==> config.mk <==
export PLATFORM = sky130hd
export DESIGN_NAME = i2s_slave_tx
export DESIGN_NICKNAME = d
export VERILOG_FILES = /design/src/rtl/i2s_slave_tx.sv
export SDC_FILE = /design/constraint.sdc
export NUM_CORES = 1
export LEC_CHECK = 0
export CAP_MARGIN = 20
export CORE_AREA = 4 4 86 88
export DETAILED_ROUTE_END_ITERATION = 6
export DIE_AREA = 0 0 90 92
export HOLD_SLACK_MARGIN = 0.1
export PLACE_DENSITY_LB_ADDON = 0.1
export SYNTH_ARGS = -nofsm -noshare
export SYNTH_HDL_FRONTEND = slang
export SYNTH_SLANG_ARGS = --single-unit
==> constraint.sdc <==
create_clock -name ck -period 3.1 [get_ports ck]
set_clock_uncertainty 0.1 [all_clocks]
set_input_delay 0.465 -clock ck [delete_from_list [all_inputs] [get_ports ck]]
set_output_delay 0.465 -clock ck [all_outputs]
set_load 0.02 [all_outputs]
==> src/rtl/i2s_slave_tx.sv <==
// ---------------------------------------------------------------------------
// i2s_slave_tx
//
// I2S slave transmitter. The bit clock (sck) and word select (ws) come from
// an external master and are oversampled on the system clock. Stereo samples
// come from an upstream valid/ready source through a one-frame holding
// register and are shifted out MSB first on sd, one bit after each ws edge.
//
// Ports
//   ck          system clock (at least 8x the sck frequency)
//   rst         asynchronous, active-high reset
//   sck, ws     I2S bit clock / word select from the master (asynchronous)
//   sd          serial data, updated after sck falls
//   in_left     left sample, two's complement, WIDTH bits
//   in_right    right sample, two's complement, WIDTH bits
//   in_valid    upstream has a sample pair
//   in_ready    holding register empty; pair accepted on in_valid & in_ready
//   underrun    one-ck pulse when a frame starts with the holding reg empty
//   frame_posn  {channel, bit index} of the bit currently on sd; 0 unlocked
// ---------------------------------------------------------------------------
module i2s_slave_tx #(
    parameter int WIDTH = 16
) (
    input  logic             ck,
    input  logic             rst,
    input  logic             sck,
    input  logic             ws,
    output logic             sd,
    input  logic [WIDTH-1:0] in_left,
    input  logic [WIDTH-1:0] in_right,
    input  logic             in_valid,
    output logic             in_ready,
    output logic             underrun,
    output logic [5:0]       frame_posn
);

    typedef enum logic [1:0] {
        ST_UNLOCKED,
        ST_LEFT,
        ST_RIGHT
    } state_t;

    // [0],[1] synchronise, [2] is the previous value for edge detection
    logic [2:0]       sck_sync_q, sck_sync_d;
    logic [1:0]       ws_sync_q, ws_sync_d;
    logic             sck_rise_q, sck_rise_d;
    logic             sck_fall_q, sck_fall_d;
    logic             ws_q, ws_d;
    logic             chg_pend_q, chg_pend_d;
    state_t           state_q, state_d;
    logic [4:0]       bit_cnt_q, bit_cnt_d;
    logic [WIDTH-1:0] shift_l_q, shift_l_d;
    logic [WIDTH-1:0] shift_r_q, shift_r_d;
    logic [WIDTH-1:0] hold_l_q, hold_l_d;
    logic [WIDTH-1:0] hold_r_q, hold_r_d;
    logic             full_q, full_d;
    logic             sd_q, sd_d;
    logic             in_ready_q, in_ready_d;
    logic             underrun_q, underrun_d;
    logic [5:0]       frame_posn_q, frame_posn_d;

    logic             frame_start;
    logic             right_start;

    always_comb begin
        // NOTE: every signal gets a default first so no path leaves it
        // unassigned; otherwise synthesis infers a latch.
        sck_sync_d   = {sck_sync_q[1:0], sck};
        ws_sync_d    = {ws_sync_q[0], ws};
        sck_rise_d   = sck_sync_q[1] & ~sck_sync_q[2];
        sck_fall_d   = ~sck_sync_q[1] & sck_sync_q[2];
        ws_d         = ws_q;
        chg_pend_d   = chg_pend_q;
        state_d      = state_q;
        bit_cnt_d    = bit_cnt_q;
        shift_l_d    = shift_l_q;
        shift_r_d    = shift_r_q;
        hold_l_d     = hold_l_q;
        hold_r_d     = hold_r_q;
        full_d       = full_q;
        sd_d         = sd_q;
        underrun_d   = 1'b0;
        frame_posn_d = frame_posn_q;

        // ws is sampled on sck rise; a changed value is acted on at the next
        // sck fall, giving the I2S one-bit delay before the new MSB.
        if (sck_rise_q) begin
            ws_d       = ws_sync_q[1];
            chg_pend_d = (ws_sync_q[1] != ws_q);
        end else if (sck_fall_q) begin
            chg_pend_d = 1'b0;
        end

        // A 1->0 change starts a frame from any state; 0->1 only from LEFT.
        frame_start = sck_fall_q & chg_pend_q & ~ws_q;
        right_start = sck_fall_q & chg_pend_q & ws_q & (state_q == ST_LEFT);

        if (frame_start) begin
            state_d      = ST_LEFT;
            bit_cnt_d    = 5'd0;
            shift_l_d    = full_q ? hold_l_q : '0;
            shift_r_d    = full_q ? hold_r_q : '0;
            sd_d         = shift_l_d[WIDTH-1];
            underrun_d   = ~full_q;
            frame_posn_d = 6'd0;
            full_d       = 1'b0;
        end else if (right_start) begin
            state_d      = ST_RIGHT;
            bit_cnt_d    = 5'd0;
            sd_d         = shift_r_q[WIDTH-1];
            frame_posn_d = 6'd32;
        end else if (sck_fall_q && state_q != ST_UNLOCKED) begin
            // Zeros shift in behind the sample, so bits past WIDTH and the
            // saturated tail of a long slot are all 0.
            bit_cnt_d = (bit_cnt_q == 5'd31) ? 5'd31 : bit_cnt_q + 5'd1;
            if (state_q == ST_LEFT) begin
                shift_l_d = shift_l_q << 1;
                sd_d      = shift_l_d[WIDTH-1];
            end else begin
                shift_r_d = shift_r_q << 1;
                sd_d      = shift_r_d[WIDTH-1];
            end
            frame_posn_d = {state_q == ST_RIGHT, bit_cnt_d};
        end

        // An accept in the frame-start cycle lands after the transfer has
        // taken the old (empty) contents, so the new pair waits a frame.
        if (in_valid && in_ready_q) begin
            hold_l_d = in_left;
            hold_r_d = in_right;
            full_d   = 1'b1;
        end
        in_ready_d = ~full_d;
    end

    // NOTE: state updates use non-blocking assignments so every flop samples
    // the pre-edge values computed above, independent of statement order.
    // The holding data is reset too: a mid-frame reset must leave nothing
    // behind that a later frame could transmit.
    always_ff @(posedge ck or posedge rst) begin
        if (rst) begin
            sck_sync_q   <= '0;
            ws_sync_q    <= '0;
            sck_rise_q   <= 1'b0;
            sck_fall_q   <= 1'b0;
            ws_q         <= 1'b0;
            chg_pend_q   <= 1'b0;
            state_q      <= ST_UNLOCKED;
            bit_cnt_q    <= 5'd0;
            shift_l_q    <= '0;
            shift_r_q    <= '0;
            hold_l_q     <= '0;
            hold_r_q     <= '0;
            full_q       <= 1'b0;
            sd_q         <= 1'b0;
            in_ready_q   <= 1'b1;
            underrun_q   <= 1'b0;
            frame_posn_q <= 6'd0;
        end else begin
            sck_sync_q   <= sck_sync_d;
            ws_sync_q    <= ws_sync_d;
            sck_rise_q   <= sck_rise_d;
            sck_fall_q   <= sck_fall_d;
            ws_q         <= ws_d;
            chg_pend_q   <= chg_pend_d;
            state_q      <= state_d;
            bit_cnt_q    <= bit_cnt_d;
            shift_l_q    <= shift_l_d;
            shift_r_q    <= shift_r_d;
            hold_l_q     <= hold_l_d;
            hold_r_q     <= hold_r_d;
            full_q       <= full_d;
            sd_q         <= sd_d;
            in_ready_q   <= in_ready_d;
            underrun_q   <= underrun_d;
            frame_posn_q <= frame_posn_d;
        end
    end

    assign sd         = sd_q;
    assign in_ready   = in_ready_q;
    assign underrun   = underrun_q;
    assign frame_posn = frame_posn_q;

endmodule

==> out/results.ini <==
[status]
status = finished clean

[routing]
routed_via_density = 5.63
finalWirelength_mm = 6.39
ant_nets = 0
drt-pass1-iter-count = 4
drt_iter0_drc = 132
wl_per_cell_um = 14.9
vias = 2408
drc = 0

[finish]
areaGrowthSynthToFinish_pct = 18.9
layout_common_cells = dfrtp_1, clkdlybuf4s50_1, mux2_2, nand2_1
fill_cells = 530
drive_gt1_share_pct = 17.2
fin_util_pct = 64.2
final_nets = 382
antennaDiodeCount = 0
layout_commonest_cell = dfrtp_1

[timing]
slew_viol_final = 0
setup_viol = 0
grt_setup_unrepaired = false
tns_ns = 0
hold_viol_final = 0
tightest_slew_ns = 0.756
whs_ns = 0.251
relSlewSlack_pct = 49.6
period_needed_ns = 2.14
fin_crit_sh_pct = 69.1
max_freq_mhz = 467

[cts]
cts_max_path_buffers = 2
cts_tree = built
clk_pin_slew_worst_paths_ns = 0.08
htreeDepth = 3
cts_repair_resize_count = 0
insertion_delay_ns = 0.34
cts_hold_buf = 0
cts.sinks = 84
cts_buffers = 9
cts-root-buf = clkbuf_8
post_cts_buffers = 0

[global_route]
track_usage_pct = 16.1
grt_pass1_wl_mm = 10.8
grt-ovfl-total = 0
grt_max_degree = 51
antenna_found_initial = 0
grt_pass1_vias = 2337

[place]
dp_hpwl_mm = 4.19
io_buffers = 45
gp_congestion = 0.737

[pwr]
power_density_nw_per_um2 = 833
p_leak_nw = 1.93
peakVddDrop_v = 0.000402

[worst_hold_path]
hold_path.class = register to register

[floorplan]
die_w_um = 90
die-area_um2 = 8280
num_rows = 30
ios = 46
die_h_um = 92
initial_core_util_pct = 54.0
coreArea_um2 = 6640

[yosys]
synth-seq-cells = 84
postSynthCellCount = 303
avgSynthCellArea_um2 = 11.8
syn_nets = 341
synth_seq_area_share_pct = 58.6
ys_types = 37
syn-cell-area_um2 = 3590
ys_warn_count = 0

[critical_path]
crit_type = register to register
arrival_ns = 2.30
crit_buf_inv = 0
crit_path_end_kind = register
crit_chain = and3b_2 > and3_1 > a21oi_1 > o21ai_0
critPathMaxStageDelay_ns = 0.81
cp_max_fo = 49
critPathSlowestCell = and3b_2
critPathTopFamily = simple AND/OR/NAND/NOR gates
crit_required_ns = 3.26
cp-start-kind = register

[job]
drv_cap = 0

-- power breakdown --
group	leakage (nW)	switching (W)	internal, W
clock	0.0956	0.000365	0.000450
combinational	0.784	0.000417	0.000523
sequential	1.05	0.000285	0.00151
total	1.93	0.00107	0.00249
-- metrics by stage --
| step | total power, W | std cells | setup WS (ns) | instance area [um2] |
|---|---|---|---|---|
| finish | 0.00355 | 428 | 0.958 | 4270 |
| global route | 0.00381 | 428 | 0.742 | 4270 |
| CTS | 0.00360 | 428 | 0.937 | 4270 |
| detailed placement | 0.00278 | 413 | 0.869 | 4060 |
| global placement | 0.00273 | 413 | 0.900 | 4060 |
| floorplan | 0.00246 | 303 | 0.372 | 3590 |
-- registers in the layout, indices dropped and copies added (netlist names) --
signal	count
bit_cnt_q	4
chg_pend_q	1
frame_posn	2
full_q	1
hold_l_q	16
hold_r_q	16
in_ready	1
sck_fall_q	1
sck_rise_q	1
sck_sync_q	3
sd	1
shift_l_q	15
shift_r_q	16
state_q	2
underrun	1
ws_q	1
ws_sync_q	2
-- layer usage --
layer	routed length (um)	vias up	GRT usage (%)
met2	3140	45	25.6
met1	2900	1205	21.4
met3	259	9	3.53
li1	-	1149	-
met4	94	0	7.27
met5	0	-	0
-- final cells by class --
class,instances,area [um2],area share [%]
sequential,84,2100,49.3
multi-input combinational,195,1340,31.4
timing repair buffer,50,500,11.7
clock buffer,11,131,3.08
tap,80,100,2.35
clock inverter,4,75.1,1.76
inverter,4,16.3,0.381
-- worst paths after layout --
path	startpoint	end	slack (ns)	cells past startpoint
max reg2reg	sck_fall_q$_DFF_PP0_	shift_l_q[13]$_DFFE_PP0P_	0.96	4
min	sck_sync_q[0]$_DFF_PP0_	sck_sync_q[1]$_DFF_PP0_	0.25	0
min in group asynchronous	rst	hold_r_q[2]$_DFFE_PP0P_	0.41	2
min reg2reg	sck_sync_q[0]$_DFF_PP0_	sck_sync_q[1]$_DFF_PP0_	0.25	0
max in group asynchronous	rst	in_ready$_DFF_PP1_	1.78	3
max	sck_fall_q$_DFF_PP0_	shift_l_q[13]$_DFFE_PP0P_	0.96	4
-- kinds of logic after synthesis --
logic type	share of synthesized area, %
AOI/OAI and AO/OA	11.0
and+or+nand+nor	11.0
buffers and inverters	4.05
DFF	58.6
muxes	14.8
xor gates and xnor gates	0.244
adders and majority gates	0.349
-- cell usage after synthesis --
library cell / instances / share of area (%)
dfrtp_1: 83 / 58
mux2_2: 33 / 10
nand2_1: 24 / 2.5
nand3_1: 21 / 2.9
o21ai_0: 21 / 2.9
a21oi_1: 20 / 2.8
mux2i_1: 16 / 4.5
and3_1: 14 / 2.4
o21ai_1: 13 / 1.8
buf_2: 7 / 0.98
a32o_1: 4 / 1.1
buf_4: 4 / 0.84
buf_6: 4 / 1.3
clkbuf_1: 4 / 0.42
inv_1: 4 / 0.42
nand2b_1: 3 / 0.52
nor2b_1: 3 / 0.52
a31oi_1: 2 / 0.35
and2_1: 2 / 0.35
nand2_2: 2 / 0.35
nor2_1: 2 / 0.21
o21ai_2: 2 / 0.49
a2111o_1: 1 / 0.31
a21o_1: 1 / 0.21
a22o_1: 1 / 0.24
a32oi_1: 1 / 0.24
a41oi_1: 1 / 0.24
and2b_4: 1 / 0.28
and3b_2: 1 / 0.28
clkbuf_2: 1 / 0.14
dfstp_2: 1 / 0.73
ha_1: 1 / 0.35
nand4_1: 1 / 0.17
nor3b_1: 1 / 0.21
o21a_1: 1 / 0.21
or2_2: 1 / 0.17
xor2_1: 1 / 0.24
Note: power is estimated with default switching activity, not from simulation.
